[config.mk]
export PLATFORM = sky130hd
export DESIGN_NAME = micro_sequencer_flat
export DESIGN_NICKNAME = d
export VERILOG_FILES = /design/src/rtl/cu_pkg.sv /design/src/rtl/micro_sequencer_if.sv /design/src/rtl/micro_cond_mux.sv /design/src/rtl/micro_sequencer.sv /design/src/flat_wrapper.sv
export SDC_FILE = /design/constraint.sdc
export NUM_CORES = 1
export LEC_CHECK = 0
export BUFFER_PORTS_ARGS = -buffer_cell sky130_fd_sc_hd__buf_2
export CAP_MARGIN = 15
export CORE_MARGIN = 2
export CORE_UTILIZATION = 25
export CTS_CLUSTER_DIAMETER = 120
export DETAILED_ROUTE_END_ITERATION = 12
export GPL_TIMING_DRIVEN = 0
export SLEW_MARGIN = 20
export SYNTH_ARGS = -nofsm -noshare
export SYNTH_HDL_FRONTEND = slang
export SYNTH_SLANG_ARGS = --single-unit
export TNS_END_PERCENT = 10
[constraint.sdc]
create_clock -name clk -period 4.4 [get_ports clk]
set_input_delay 0.22 -clock clk [delete_from_list [all_inputs] [get_ports clk]]
set_output_delay 0.22 -clock clk [all_outputs]
set_load 0.005 [all_outputs]
[src/rtl/cu_pkg.sv]
// Shared control-unit definitions: sequencing modes, branch conditions,
// sequencer state encoding and the opcode map base.
package cu_pkg;

  // Sequencing modes carried in the microword
  localparam logic [1:0] SEQ_INC = 2'b00;
  localparam logic [1:0] SEQ_JMP = 2'b01;
  localparam logic [1:0] SEQ_MAP = 2'b10;
  localparam logic [1:0] SEQ_RET = 2'b11;

  // Branch condition selects used by JMP
  localparam logic [2:0] COND_ALWAYS = 3'b000;
  localparam logic [2:0] COND_ZF     = 3'b001;
  localparam logic [2:0] COND_NZF    = 3'b010;
  localparam logic [2:0] COND_CF     = 3'b011;
  localparam logic [2:0] COND_NCF    = 3'b100;
  localparam logic [2:0] COND_NF     = 3'b101;
  localparam logic [2:0] COND_NNF    = 3'b110;
  localparam logic [2:0] COND_NEVER  = 3'b111;

  // Opcode routines live in the upper half of the control store
  localparam logic [7:0] MAP_BASE = 8'h80;

  typedef enum logic [1:0] {
    ST_RESET = 2'b00,
    ST_RUN   = 2'b01,
    ST_WAIT  = 2'b10,
    ST_HALT  = 2'b11
  } seq_state_e;

  // 32 routines of 4 microwords each: base | opcode[4:0] << 2
  function automatic logic [7:0] map_addr(input logic [4:0] opcode_lo);
    return MAP_BASE | {1'b0, opcode_lo, 2'b00};
  endfunction

endpackage

[src/rtl/micro_sequencer_if.sv]
// Bundle between the sequencer and the control store / datapath.
// master = sequencer side, slave = store/datapath side.
interface micro_sequencer_if #(
  parameter int CAR_W = 8
);
  logic [7:0]       ir_opcode;
  logic [1:0]       uword_seq;
  logic [2:0]       uword_cond;
  logic [CAR_W-1:0] uword_next;
  logic             uword_wait;
  logic             uword_halt;
  logic             zf;
  logic             cf;
  logic             nf;
  logic             mem_ready;
  logic [CAR_W-1:0] car;
  logic             cs_en;
  logic             stall;
  logic             trap;
  logic             halted;

  modport master (
    input  ir_opcode, uword_seq, uword_cond, uword_next, uword_wait,
           uword_halt, zf, cf, nf, mem_ready,
    output car, cs_en, stall, trap, halted
  );

  modport slave (
    output ir_opcode, uword_seq, uword_cond, uword_next, uword_wait,
           uword_halt, zf, cf, nf, mem_ready,
    input  car, cs_en, stall, trap, halted
  );
endinterface

[src/rtl/micro_cond_mux.sv]
// Branch condition select: picks a flag (or its inverse) for JMP.
module micro_cond_mux
  import cu_pkg::*;
(
  input  logic [2:0] i_cond,
  input  logic       i_zf,
  input  logic       i_cf,
  input  logic       i_nf,
  output logic       o_branch_taken
);

  // Decode the condition select into a single taken bit
  always_comb begin
    o_branch_taken = 1'b0;
    case (i_cond)
      COND_ALWAYS: o_branch_taken = 1'b1;
      COND_ZF:     o_branch_taken = i_zf;
      COND_NZF:    o_branch_taken = ~i_zf;
      COND_CF:     o_branch_taken = i_cf;
      COND_NCF:    o_branch_taken = ~i_cf;
      COND_NF:     o_branch_taken = i_nf;
      COND_NNF:    o_branch_taken = ~i_nf;
      COND_NEVER:  o_branch_taken = 1'b0;
      default:     o_branch_taken = 1'b0;
    endcase
  end

endmodule

[src/rtl/micro_sequencer.sv]
// Next-address generator for the microprogrammed control unit.
// Holds the CAR, sequences INC/JMP/MAP/RET, stalls on memory waits and
// traps to TRAP_ADDR when a wait exceeds TIMEOUT cycles.
module micro_sequencer
  import cu_pkg::*;
#(
  parameter int               CAR_W      = 8,
  parameter logic [CAR_W-1:0] FETCH_ADDR = 8'h00,
  parameter logic [CAR_W-1:0] TRAP_ADDR  = 8'h7F,
  parameter int               TIMEOUT    = 15
) (
  input  logic              clk,
  input  logic              rst,
  micro_sequencer_if.master bus
);

  localparam int CNT_W = $clog2(TIMEOUT + 1);
  localparam logic [CNT_W-1:0] CNT_MAX = CNT_W'(TIMEOUT);
  localparam logic [CNT_W-1:0] CNT_ONE = CNT_W'(1);

  seq_state_e       r_state;
  seq_state_e       w_state_next;
  logic [CAR_W-1:0] r_car;
  logic [CAR_W-1:0] w_car_next;
  logic [CNT_W-1:0] r_cnt;
  logic [CNT_W-1:0] w_cnt_next;
  logic             r_trap;
  logic             w_trap_next;
  logic             w_branch_taken;
  logic [CAR_W-1:0] w_car_inc;
  logic [CAR_W-1:0] w_map_addr;

  micro_cond_mux u_cond_mux (
    .i_cond         (bus.uword_cond),
    .i_zf           (bus.zf),
    .i_cf           (bus.cf),
    .i_nf           (bus.nf),
    .o_branch_taken (w_branch_taken)
  );

  // Wraps naturally at 2^CAR_W
  assign w_car_inc  = r_car + CAR_W'(1);
  assign w_map_addr = CAR_W'(map_addr(bus.ir_opcode[4:0]));

  // State register; rst from any state lands in RESET
  always_ff @(posedge clk) begin
    if (rst) begin
      r_state <= ST_RESET;
    end else begin
      r_state <= w_state_next;
    end
  end

  // CAR, stall counter and trap pulse registers
  always_ff @(posedge clk) begin
    if (rst) begin
      r_car  <= FETCH_ADDR;
      r_cnt  <= '0;
      r_trap <= 1'b0;
    end else begin
      r_car  <= w_car_next;
      r_cnt  <= w_cnt_next;
      r_trap <= w_trap_next;
    end
  end

  // Next state / next address; inputs are only consulted in RUN and WAIT
  always_comb begin
    w_state_next = r_state;
    w_car_next   = r_car;
    w_cnt_next   = r_cnt;
    w_trap_next  = 1'b0;
    case (r_state)
      ST_RESET: begin
        w_state_next = ST_RUN;
        w_car_next   = FETCH_ADDR;
        w_cnt_next   = '0;
      end
      ST_RUN: begin
        if (bus.uword_halt) begin
          w_state_next = ST_HALT;
        end else if (bus.uword_wait && !bus.mem_ready) begin
          // The first stalled cycle counts as one
          w_state_next = ST_WAIT;
          w_cnt_next   = CNT_ONE;
        end else begin
          w_cnt_next = '0;
          case (bus.uword_seq)
            SEQ_INC: w_car_next = w_car_inc;
            SEQ_JMP: w_car_next = w_branch_taken ? bus.uword_next : w_car_inc;
            SEQ_MAP: w_car_next = w_map_addr;
            SEQ_RET: w_car_next = FETCH_ADDR;
            default: w_car_next = w_car_inc;
          endcase
        end
      end
      ST_WAIT: begin
        if (bus.mem_ready) begin
          // Memory wins over a simultaneous timeout; the held microword
          // re-executes once in RUN with the wait satisfied
          w_state_next = ST_RUN;
          w_cnt_next   = '0;
        end else if (r_cnt == CNT_MAX) begin
          w_state_next = ST_RUN;
          w_car_next   = TRAP_ADDR;
          w_cnt_next   = '0;
          w_trap_next  = 1'b1;
        end else begin
          w_cnt_next = r_cnt + CNT_ONE;
        end
      end
      ST_HALT: begin
        w_state_next = ST_HALT;
      end
      default: begin
        w_state_next = ST_RESET;
      end
    endcase
  end

  // Moore outputs decoded from the state plus the registered trap pulse
  always_comb begin
    bus.car    = r_car;
    bus.cs_en  = (r_state == ST_RUN);
    bus.stall  = (r_state == ST_WAIT);
    bus.halted = (r_state == ST_HALT);
    bus.trap   = r_trap;
  end

endmodule
[src/flat_wrapper.sv]
// flat-port wrapper written by rule: the top's interface ports become plain ports
module micro_sequencer_flat import cu_pkg::*;
#(
  parameter int               CAR_W      = 8,
  parameter logic [CAR_W-1:0] FETCH_ADDR = 8'h00,
  parameter logic [CAR_W-1:0] TRAP_ADDR  = 8'h7F,
  parameter int               TIMEOUT    = 15
)
  (clk, rst, bus_ir_opcode, bus_uword_seq, bus_uword_cond, bus_uword_next, bus_uword_wait, bus_uword_halt, bus_zf, bus_cf, bus_nf, bus_mem_ready, bus_car, bus_cs_en, bus_stall, bus_trap, bus_halted);
  micro_sequencer_if #(.CAR_W(CAR_W)) bus_i ();
  input  logic clk;
  input  logic rst;
  input wire logic [$bits(bus_i.ir_opcode)-1:0] bus_ir_opcode;
  input wire logic [$bits(bus_i.uword_seq)-1:0] bus_uword_seq;
  input wire logic [$bits(bus_i.uword_cond)-1:0] bus_uword_cond;
  input wire logic [$bits(bus_i.uword_next)-1:0] bus_uword_next;
  input wire logic [$bits(bus_i.uword_wait)-1:0] bus_uword_wait;
  input wire logic [$bits(bus_i.uword_halt)-1:0] bus_uword_halt;
  input wire logic [$bits(bus_i.zf)-1:0] bus_zf;
  input wire logic [$bits(bus_i.cf)-1:0] bus_cf;
  input wire logic [$bits(bus_i.nf)-1:0] bus_nf;
  input wire logic [$bits(bus_i.mem_ready)-1:0] bus_mem_ready;
  output wire logic [$bits(bus_i.car)-1:0] bus_car;
  output wire logic [$bits(bus_i.cs_en)-1:0] bus_cs_en;
  output wire logic [$bits(bus_i.stall)-1:0] bus_stall;
  output wire logic [$bits(bus_i.trap)-1:0] bus_trap;
  output wire logic [$bits(bus_i.halted)-1:0] bus_halted;
  assign bus_i.ir_opcode = bus_ir_opcode;
  assign bus_i.uword_seq = bus_uword_seq;
  assign bus_i.uword_cond = bus_uword_cond;
  assign bus_i.uword_next = bus_uword_next;
  assign bus_i.uword_wait = bus_uword_wait;
  assign bus_i.uword_halt = bus_uword_halt;
  assign bus_i.zf = bus_zf;
  assign bus_i.cf = bus_cf;
  assign bus_i.nf = bus_nf;
  assign bus_i.mem_ready = bus_mem_ready;
  assign bus_car = bus_i.car;
  assign bus_cs_en = bus_i.cs_en;
  assign bus_stall = bus_i.stall;
  assign bus_trap = bus_i.trap;
  assign bus_halted = bus_i.halted;
  micro_sequencer #(.CAR_W(CAR_W), .FETCH_ADDR(FETCH_ADDR), .TRAP_ADDR(TRAP_ADDR), .TIMEOUT(TIMEOUT)) u_core (.clk(clk), .rst(rst), .bus(bus_i));
endmodule
### After elaboration in Yosys (flattened, before gate mapping)

Index checks and enable logic that the tools add are counted.

* output and inout bits: 12
* register bits after elaboration: 15

* add/sub/neg operators: 2
* bitwise logic cells: 4
* multiplexer cells: 19
* reductions and logical operators: 10
* eq/ne operators: 20

Operators by type and width (count)
* $mux 8: 5
* $pmux 8 s4: 1
* $pmux 8 s3: 1
* $eq 3x3->1 const B: 4
* $mux 4: 3
* $pmux 4 s3: 1
* $add 8x1->8 const B: 1
* $eq 2x2->1 const B: 4
* $mux 2: 4
* $pmux 1 s8: 1
* $pmux 2 s4: 1
* $eq 3x2->1 const B: 2
* $ne 2x2->1 const B: 3
* $ne 3x2->1 const B: 2
* $reduce_and 5->1: 1
* $add 4x1->4 const B: 1
* $eq 2x1->1 const B: 2
* $eq 4x4->1 const B: 1
* $logic_not 2->1: 2
* $not 1->1: 4
* $reduce_and 2->1: 2
* $eq 3x1->1 const B: 1
* $logic_not 3->1: 1
* $reduce_bool 3->1: 1
* other kinds (5): 6

### Logic depth before layout (Yosys ltp)

Gate-level depths: netlist of run 1.

* depth after elaboration: 7
* depth in mapped cells: 7

### Modules after synthesis

From an unflattened synthesis of run 1, not the netlist that was laid out.

* cell total of the unflattened synthesis: 141
* area total of the unflattened synthesis: 1126.1 um^2

By module, submodules not included
* micro_sequencer: seq. area each 300.3 um^2, area each 1073.5 um^2, cells each 132, instances 1
* micro_cond_mux: seq. area each 0.0 um^2, area each 52.6 um^2, cells each 9, instances 1

### Least setup slack after synthesis of run 1

OpenSTA, ideal clock, no wires.

* kind: reg-to-reg
* start point: register u_core.r_state[0]
* end point: register u_core.r_car[6] (netlist: u_core.bus.car[6])
* library setup time: 92 ps
* path slack: 2413 ps
* buffers on the path: 0
* arrival time: 1895 ps
* period minus slack after synthesis: 1987 ps
* stages on the path, launching flop included: 7
* cell sequence: dfxtp_1 -> inv_1 -> ha_1 -> or4b_4 -> nor4_4 -> o311ai_1 -> o32ai_1

* word-level cells in the longest chain between the ends: 3

RTL lines
* from (decl): RTL line micro_sequencer.sv:21 `seq_state_e r_state;`
* from (signal assigned): RTL line micro_sequencer.sv:50 `r_state <= w_state_next;`
* $eq 2x2->1, or another cell as far along: RTL line micro_sequencer.sv:73 `case (r_state)`
* $ne 2x1->1 (no line), or another cell as far along
* $reduce_and 5->1 (no line)
* to (signal assigned): RTL line micro_sequencer.sv:61 `r_car <= w_car_next;`
* to (decl): RTL line micro_sequencer.sv:23 `logic [CAR_W-1:0] r_car;`

Parallel ways exist; a longest one is shown, timed or not.
A chain may end at the register's enable or synchronous reset.

### Final worst setup path of run 1

Ends and elaborated chain as after synthesis.

==> flow_metrics.py, run 1 <==
metrics = {
    "outcome": {
        "status": "finished, final reports clean",
    },
    "logic_synthesis": {
        "yosysUniqueCellTypes": 48,
        "async_flop_share": 0,
        "post_synth.cell_area_avg_sq_um": 8.51,
        "synth_cells": 134,
        "ys_seq_area_frac": 0.263,
        "synth_nets": 168,
        "synth_ff_type": "dfxtp_1",
        "synth_warnings": 0,
        "synth_area_sq_um": 1140,
        "synth_edf_count": 0,
        "ys_ff_latch": 15,
    },
    "timing": {
        "relSlewSlack": 0.496,
        "setup_viol": 0,
        "maxSlewViolCount": 0,
        "final.min_clock_period_ps": 2280,
        "fin_skew_ps": 1.55,
        "setup-tns-final_ps": 0,
        "fmax_mhz": 438,
        "final.period_utilization": 0.519,
        "rsz0062_at_grt": "false",
        "hold_violations": 0,
        "worst_pin_slew_ps": 750,
    },
    "critical_path": {
        "r2r_setup_slack_ps": 2120,
        "cp-start-kind": "flop",
        "path_max_fanout": 8,
        "cp.arrival_ps": 2440,
        "critical_path_class": "reg2reg",
        "critPathCaptureType": "flop",
        "max_stage_delay_ps": 560,
        "cp_slowest_cell": "or4b_4",
        "worst_ep_required_time_ps": 4560,
        "cp_cell_sequence": "inv_1, ha_1, or4b_4, nor4_4, o311ai_1, o32ai_1",
    },
    "pwr": {
        "vdd_drop_max_uv": 74.5,
        "design_power_total_uw": 375,
        "power.density_nw_per_um2": 263,
        "p_leak_nw": 0.584,
    },
    "layout": {
        "area_delta_synth_final_pct": 25.0,
        "fin_nets": 208,
        "final_util": 0.325,
        "drive_gt1_frac": 0.295,
        "diodes": 0,
    },
    "clocking": {
        "cts_sinks": 15,
        "numCtsBuffers": 3,
        "ctsResizeCount": 0,
        "cts_setup_buffers": 0,
        "clock-root-buffer": "clkbuf_8",
        "clk_path_buf_depth": 2,
        "htreeDepth": 1,
        "clk_latency_ps": 250,
        "cts.clk_slew.worst_paths_ps": 60,
        "tritoncts": "built",
        "ctsHoldBuffers": 0,
    },
    "place": {
        "numPortBuffers": 35,
        "post-dp-hpwl_microns": 2300,
        "gp_congestion": 0.784,
    },
    "routing": {
        "routed.top_layer": "met4",
        "avgViaCountPerCell": 5.24,
        "avgRoutedWirePerCell_microns": 13.4,
        "drc": 0,
        "met2_length_microns": 1500,
        "drt-met1-wl_microns": 1360,
        "routed_wl_microns": 3000,
        "antenna_left": 0,
        "dr.first_iter.drc_count": 29,
        "dr.pass1.iters": 4,
        "wl_met3_microns": 103,
        "num_vias": 1178,
    },
    "die": {
        "initial_core_util": 0.260,
        "die_y_microns": 71.5,
        "core-area_sq_um": 4380,
        "die_area_sq_um": 5120,
        "rows": 24,
        "die-width_microns": 71.5,
        "ioPinCount": 41,
    },
    "hold_path": {
        "hold_path.class": "in2reg",
    },
    "grt": {
        "grt_max_degree": 11,
        "grt_pass1_vias": 1157,
        "grt_first_pass_wirelength_microns": 5080,
        "grt_usage": 0.121,
        "grt.overflow.total": 0,
        "grt_antenna_before_repair": 0,
    },
    "flow_run": {
        "cap_violations": 0,
    },
}
-- routing by layer --
layer  vias up  global-route usage
met5         -                   0
met4         0              0.0398
met3         5              0.0197
met2        22               0.207
met1       556               0.156
li1        595                   -
-- cells by family after synthesis --
| family | Yosys count | share of synthesized area |
|---|---|---|
| xor gates and xnor gates | 6 | 0.0461 |
| DFF | 15 | 0.263 |
| and+or+nand+nor | 47 | 0.270 |
| buffers and inverters | 11 | 0.0560 |
| muxes | 2 | 0.0176 |
| adders and majority gates | 5 | 0.0549 |
| AOI/OAI and AO/OA | 48 | 0.292 |
-- layout by cell type (no fill, tap or decap), types with 2 or more instances in the layout --
| master | count |
|---|---|
| buf_2 | 35 |
| dfxtp_1 | 15 |
| a21oi_1 | 11 |
| nor2_1 | 8 |
| inv_1 | 7 |
| nor2b_1 | 7 |
| o21ai_1 | 5 |
| nand3_1 | 5 |
| xnor2_1 | 5 |
| ha_1 | 5 |
| clkbuf_8 | 4 |
| a31oi_1 | 4 |
| o21ai_0 | 4 |
| nand2b_1 | 3 |
| nor3_1 | 3 |
| o221a_1 | 3 |
| o2bb2ai_1 | 3 |
| o22ai_1 | 3 |
| nand2_1 | 3 |
| a21o_2 | 2 |
| nor4b_1 | 2 |
| nor3b_1 | 2 |
| and2_1 | 2 |
| and3_1 | 2 |
| or3_1 | 2 |
| o32ai_1 | 2 |
| mux2i_1 | 2 |
| a211oi_1 | 2 |
-- cell usage after synthesis, types with 2 or more instances --
master | count | share of area
mux2i_1 | 2 | 0.018
and2_1 | 2 | 0.011
o32ai_1 | 2 | 0.015
o22ai_1 | 3 | 0.016
nand2b_1 | 3 | 0.016
nor3_1 | 3 | 0.013
xnor2_1 | 5 | 0.038
a211oi_1 | 2 | 0.013
nor2_1 | 8 | 0.026
or3_1 | 2 | 0.011
nor4b_1 | 2 | 0.015
a21o_2 | 2 | 0.015
nand2_1 | 3 | 0.0099
a21oi_1 | 11 | 0.048
o2bb2ai_1 | 3 | 0.023
o21ai_0 | 4 | 0.018
ha_1 | 5 | 0.055
o221a_1 | 3 | 0.030
inv_1 | 7 | 0.023
nand3_1 | 5 | 0.022
a31oi_1 | 4 | 0.022
nor3b_1 | 2 | 0.013
and3_1 | 2 | 0.011
dfxtp_1 | 15 | 0.26
nor2b_1 | 7 | 0.038
o21ai_1 | 5 | 0.022
-- layout make-up --
class	count	area [sq um]
plain buffers	4	37.5
repair buffers	35	175
clock buffers	4	45.0
well taps	52	65.1
inverters	7	26.3
fillers	477	2960
multi-input cells	108	776
flip-flops and latches	15	300
-- where the power goes --
group          leakage (nW)  internal (mW)  switching [mW]
Combinational         0.439         0.0514          0.0581
Sequential            0.122          0.143         0.00905
Clock                0.0228         0.0642          0.0491
-- stage by stage --
step | instance area (sq um) | hold slack, ps | setup slack (ps) | instances
after floorplan | 1140 | 293 | 2410 | 134
after global placement | 1380 | 469 | 2140 | 221
after detailed placement | 1380 | 481 | 2130 | 221
after CTS | 1430 | 245 | 2110 | 225
after global routing | 1430 | 245 | 1950 | 225
final | 1430 | 254 | 2120 | 225
-- registers in the layout, indices dropped and copies added (netlist names) --
signal,cells
u_core.r_cnt,4
u_core.bus.trap,1
u_core.bus.car,8
u_core.r_state,2
-- worst paths after layout --
| check | to | cells after the start | from |
|---|---|---|---|
| worst max-delay path | u_core.bus.car[6]$_SDFFE_PP0P_ | 6 | u_core.r_state[0]$_SDFFE_PP0P_ |
| worst min-delay path | u_core.bus.car[0]$_SDFFE_PP0P_ | 3 | bus_uword_next[0] |
| worst max register to register | u_core.bus.car[6]$_SDFFE_PP0P_ | 6 | u_core.r_state[0]$_SDFFE_PP0P_ |
| worst min register to register | u_core.r_cnt[3]$_SDFFE_PP0P_ | 1 | u_core.r_cnt[3]$_SDFFE_PP0P_ |
-- worst max-delay path, delay by kind of cell, from the launching register on --
kind,cells,cell delay (ps)
simple gates,2,970
fa+ha+maj,1,350
buf+inv,1,60
compound gates,2,420
flops,1,390
No activity file was read; power rests on OpenSTA's default activity.
==> inputs of run 2 (changes only) <==
clock period = 2.3 ns   (was 4.4 ns; I/O delays follow)
==> run 2 against run 1 <==
  * Sequential share of layout area is 0.26 points lower
  * Core utilization is 0.54 points higher
  * Combinational power is 94% higher
==> flow_metrics.py, run 2 (synthesis results as in run 1) <==
metrics = {
    "hold_path": {
        "hold_path.class": "in2reg",
        "hp-start": "bus_uword_next[7]",
    },
    "place": {
        "post-dp-hpwl_microns": 2300,
        "numPortBuffers": 35,
        "place_inst": 221,
        "gp_congestion": 0.784,
    },
    "layout": {
        "regArea_sq_um": 302,
        "drive_gt1_frac": 0.313,
        "final_cell_mix": "buf_2, dfxtp_1, a21oi_1, nor2_1",
        "final_common_cell": "buf_2",
        "multiInputGateArea_sq_um": 776,
        "diodes": 0,
        "fillers": 475,
        "final_util": 0.330,
        "area_delta_synth_final_pct": 27.1,
        "final_cell_count_no_fill": 228,
        "largest_reg_flops": 8,
        "fin_nets": 211,
    },
    "routing": {
        "routed_wl_microns": 3020,
        "antenna_left": 0,
        "num_vias": 1188,
        "dr.pass1.iters": 4,
        "avgViaCountPerCell": 5.21,
        "avgRoutedWirePerCell_microns": 13.3,
        "drc": 0,
        "dr.first_iter.drc_count": 37,
    },
    "timing": {
        "setup_viol": 0,
        "final.period_utilization": 0.928,
        "fin_skew_ps": 0.502,
        "worst_pin_slew_ps": 754,
        "final.min_clock_period_ps": 2130,
        "rsz0062_at_grt": "false",
        "relSlewSlack": 0.493,
        "setup-tns-final_ps": 0,
        "maxSlewViolCount": 0,
        "hold_violations": 0,
        "fmax_mhz": 469,
    },
    "critical_path": {
        "path_max_fanout": 7,
        "crit_family": "simple AND/OR/NAND/NOR gates",
        "cp.buffers_inverters": 2,
        "cp-start-kind": "flop",
        "max_stage_delay_ps": 560,
        "rr_startpoint": "u_core.r_state[0]$_SDFFE_PP0P_",
        "critPathCaptureType": "flop",
        "cp_cell_sequence": "inv_1, ha_1, or4b_4, nor4_4, buf_4, o311ai_1, o32ai_1",
        "worst_ep_required_time_ps": 2460,
        "cp.arrival_ps": 2290,
        "critical_path_class": "reg2reg",
        "cp_slowest_cell": "or4b_4",
        "crit_start": "u_core.r_state[0]$_SDFFE_PP0P_",
    },
    "clocking": {
        "cts_sinks": 15,
        "tritoncts": "built",
        "clk_latency_ps": 250,
        "numCtsBuffers": 3,
        "htreeDepth": 1,
        "clock-root-buffer": "clkbuf_8",
        "cts.clk_slew.worst_paths_ps": 60,
        "clk_path_buf_depth": 2,
    },
    "die": {
        "die_area_sq_um": 5120,
        "die-width_microns": 71.5,
        "rows": 24,
        "initial_core_util": 0.260,
        "die_y_microns": 71.5,
        "ioPinCount": 41,
        "core-area_sq_um": 4380,
    },
    "grt": {
        "grt_usage": 0.121,
        "grt_max_degree": 11,
        "grt_antenna_before_repair": 0,
        "grt.overflow.total": 0,
        "grt_pass1_vias": 1157,
        "grt_first_pass_wirelength_microns": 5080,
    },
    "flow_run": {
        "cap_violations": 0,
    },
    "outcome": {
        "status": "finished, final reports clean",
    },
    "pwr": {
        "power.density_nw_per_um2": 498,
        "p_leak_nw": 0.600,
        "vdd_drop_max_uv": 147,
    },
}
[run 2: cell count changes in the layout (fill, tap and decap cells not counted), sizes merged]
cell / before / now
buf: 36 / 39
[run 2: tightest hold or removal path: stages]
cell and delay (ps):
buf_2 80, o21ai_1 60, o21ai_1 100
[run 2: worst paths after layout]
kind	cells after the start	slack, ps	endpoint
worst max-delay path	7	170	u_core.bus.car[6]$_SDFFE_PP0P_
worst min-delay path	3	140	u_core.bus.car[7]$_SDFFE_PP0P_
worst min register to register	1	490	u_core.r_cnt[3]$_SDFFE_PP0P_
worst max register to register	7	170	u_core.bus.car[6]$_SDFFE_PP0P_
[run 2: where the power goes]
group | switching [mW] | internal [mW]
logic | 0.112 | 0.101
clock network | 0.0940 | 0.123
registers | 0.0174 | 0.274
[run 2: timing repair]
action / CTS / global route
endpoints found under the hold margin: 0 / 0
buffers inserted: 0 / 3
hold buffers: 0 / 0
resized for setup: 0 / 1
setup endpoints to repair: 0 / 5
[run 2: per-stage QoR]
step / area (sq um) / total power [mW] / setup slack, ps / hold WS, ps
6_report: 1450 / 0.721 / 166 / 141
2_1_floorplan: 1140 / 0.435 / 313 / 188
3_5_place_dp: 1380 / 0.507 / 28.6 / 390
3_3_place_gp: 1380 / 0.504 / 40.5 / 398
4_1_cts: 1430 / 0.729 / 5.58 / 140
5_1_grt: 1450 / 0.767 / 32.1 / 140
[run 2: final cells by class]
cell class,instances,share of cell area
multi-input cells,108,0.535
flip-flops and latches,15,0.208
repair buffers,38,0.136
well taps,52,0.0449
clock buffers,4,0.0311
plain buffers,4,0.0259
inverters,7,0.0181
[run 2: routing by layer]
layer / global-route usage / part of all wire
met2: 0.207 / 0.51
met5: 0 / 0
met4: 0.0398 / 0.014
met1: 0.156 / 0.45
met3: 0.0197 / 0.033
==> inputs of run 3 (changes only) <==
CAP_MARGIN = not set   (was 15)
CORE_ASPECT_RATIO = 1.75   (was not set)
==> run 3 against run 2 <==
  * Final cell count is 0.88% lower
  * Cell area is 0.43% higher
  * Global-route usage is 1.2 points higher
  * Setup slack better by 13 ps
  * Clock power is 4% lower
  * First-iteration DRC count is 30% lower
  * Non-clock buffer count is 1 lower
  * Sequential power hardly changed
  * Register-to-register slack hardly changed
  * Hold slack worse by 0.94 ps
  * Total power is 0.26% lower
  * Critical path depth stayed put
  * Critical endpoint unchanged
  * Largest cell class unchanged
==> flow_metrics.py, run 3 (synthesis results as in run 1) <==
metrics = {
    "critical_path": {
        "critical_path_class": "reg2reg",
        "r2r_cells": 7,
        "critPathCaptureType": "flop",
        "worstReg2RegEnd": "u_core.bus.car[6]$_SDFFE_PP0P_",
        "path_max_fanout": 7,
        "cp.arrival_ps": 2270,
        "cp-start-kind": "flop",
        "rr_startpoint": "u_core.r_state[0]$_SDFFE_PP0P_",
        "r2r_setup_slack_ps": 180,
        "worst_ep_required_time_ps": 2450,
    },
    "routing": {
        "num_vias": 1184,
        "routed_wl_microns": 2950,
        "dr.first_iter.drc_count": 26,
        "avgRoutedWirePerCell_microns": 13.1,
        "antenna_left": 0,
        "avgViaCountPerCell": 5.24,
        "dr.pass1.iters": 4,
        "drc": 0,
    },
    "die": {
        "rows": 32,
        "die-width_microns": 55.0,
        "ioPinCount": 41,
        "die_y_microns": 93.3,
        "die_area_sq_um": 5140,
        "core-area_sq_um": 4400,
        "initial_core_util": 0.259,
    },
    "timing": {
        "final.period_utilization": 0.922,
        "hold_violations": 0,
        "fin_skew_ps": 1.40,
        "worst_pin_slew_ps": 765,
        "setup-tns-final_ps": 0,
        "final.min_clock_period_ps": 2120,
        "timing.final.ws_setup_ps": 179,
        "relSlewSlack": 0.485,
        "maxSlewViolCount": 0,
        "setup_viol": 0,
        "rsz0062_at_grt": "false",
        "fmax_mhz": 472,
    },
    "hold_path": {
        "hold_path_depth": 3,
        "min_to": "u_core.bus.car[7]$_SDFFE_PP0P_",
        "hold_path.class": "in2reg",
        "hp-start": "bus_uword_next[7]",
    },
    "layout": {
        "final_cell_mix": "buf_2, dfxtp_1, a21oi_1, nor2_1",
        "drive_gt1_frac": 0.309,
        "largest_reg_flops": 8,
        "final_cell_count_no_fill": 226,
        "fillers": 507,
        "diodes": 0,
        "area_delta_synth_final_pct": 27.7,
        "final_common_cell": "buf_2",
        "fin_nets": 210,
    },
    "pwr": {
        "power.density_nw_per_um2": 494,
        "design_power_total_uw": 719,
        "vdd_drop_max_uv": 286,
        "p_leak_nw": 0.595,
    },
    "grt": {
        "grt_pass1_vias": 1181,
        "grt_antenna_before_repair": 0,
        "grt_max_degree": 11,
        "grt_usage": 0.133,
        "grt_first_pass_wirelength_microns": 5040,
        "grt.overflow.total": 0,
    },
    "outcome": {
        "status": "finished, final reports clean",
    },
    "clocking": {
        "cts_sinks": 15,
        "clock-root-buffer": "clkbuf_8",
        "cts.clk_slew.worst_paths_ps": 60,
        "clk_latency_ps": 240,
        "htreeDepth": 1,
        "clk_path_buf_depth": 2,
        "tritoncts": "built",
        "numCtsBuffers": 3,
    },
    "place": {
        "place_ws_ps": -0.437,
        "numPortBuffers": 35,
        "post-dp-hpwl_microns": 2410,
        "place_inst": 220,
        "gp_congestion": 0.749,
    },
    "flow_run": {
        "cap_violations": 0,
    },
}
## run 3: timing repair
item                       4_1_cts  5_1_grt
hold buffers                     0        0
setup buffers                    2        0
gates cloned                     0        0
pin swaps                        1        1
setup endpoints to repair        1        1
gates resized for setup          0        2
## run 3: area by class of cell
class                   instances  area [sq um]  share of cell area
flip-flops and latches         15           300               0.206
multi-input cells             108           788               0.542
inverters                       7          26.3              0.0181
well taps                      51          63.8              0.0439
plain buffers                   4          37.5              0.0258
clock buffers                   4          45.0              0.0310
repair buffers                 37           194               0.133
## run 3: metal layers
metal | global-route usage | wire, microns | up-vias
met4 | 0.0752 | 85 | 0
met2 | 0.234 | 1590 | 40
li1 | - | - | 594
met1 | 0.141 | 1120 | 543
met3 | 0.0208 | 163 | 7
met5 | 0 | 0 | -
## run 3: worst max-delay path, cell delays in order, from the launching register on
cell and delay (ps):
dfxtp_1 370, inv_1 90, ha_4 260, or4b_4 550, nor4_4 230, buf_6 170
o311ai_1 100, o32ai_1 270
## run 3: stage by stage
stage / hold WS, ps / util / area [sq um]
floorplan: 188 / - / 1140
global placement: 403 / 0.313 / 1380
detailed placement: 399 / 0.313 / 1380
CTS: 142 / 0.327 / 1440
global route: 173 / 0.330 / 1460
finish: 140 / 0.330 / 1460
## run 3: power breakdown
group / total, mW / leakage (nW) / switching [mW] / internal, mW
sequential: 0.291 / 0.122 / 0.0177 / 0.274
clock: 0.209 / 0.0228 / 0.0864 / 0.122
combinational: 0.219 / 0.450 / 0.112 / 0.107
total: 0.719 / 0.595 / 0.216 / 0.503
## run 3: worst max path at each step
stage,start,to,slack [ps],cells past startpoint
5_1_grt,u_core.r_state[0]$_SDFFE_PP0P_,u_core.bus.car[6]$_SDFFE_PP0P_,5,7
4_1_cts,u_core.r_state[0]$_SDFFE_PP0P_,u_core.bus.car[6]$_SDFFE_PP0P_,140,7
3_5_place_dp,u_core.r_state[0]$_SDFFE_PP0P_,u_core.bus.car[6]$_SDFFE_PP0P_,-0.4,6
6_report,u_core.r_state[0]$_SDFFE_PP0P_,u_core.bus.car[6]$_SDFFE_PP0P_,180,7
2_1_floorplan,u_core.r_state[0]$_SDFFE_PP0P_,u_core.bus.car[6]$_SDFFE_PP0P_,310,6
3_3_place_gp,u_core.r_state[0]$_SDFFE_PP0P_,u_core.bus.car[6]$_SDFFE_PP0P_,40,6
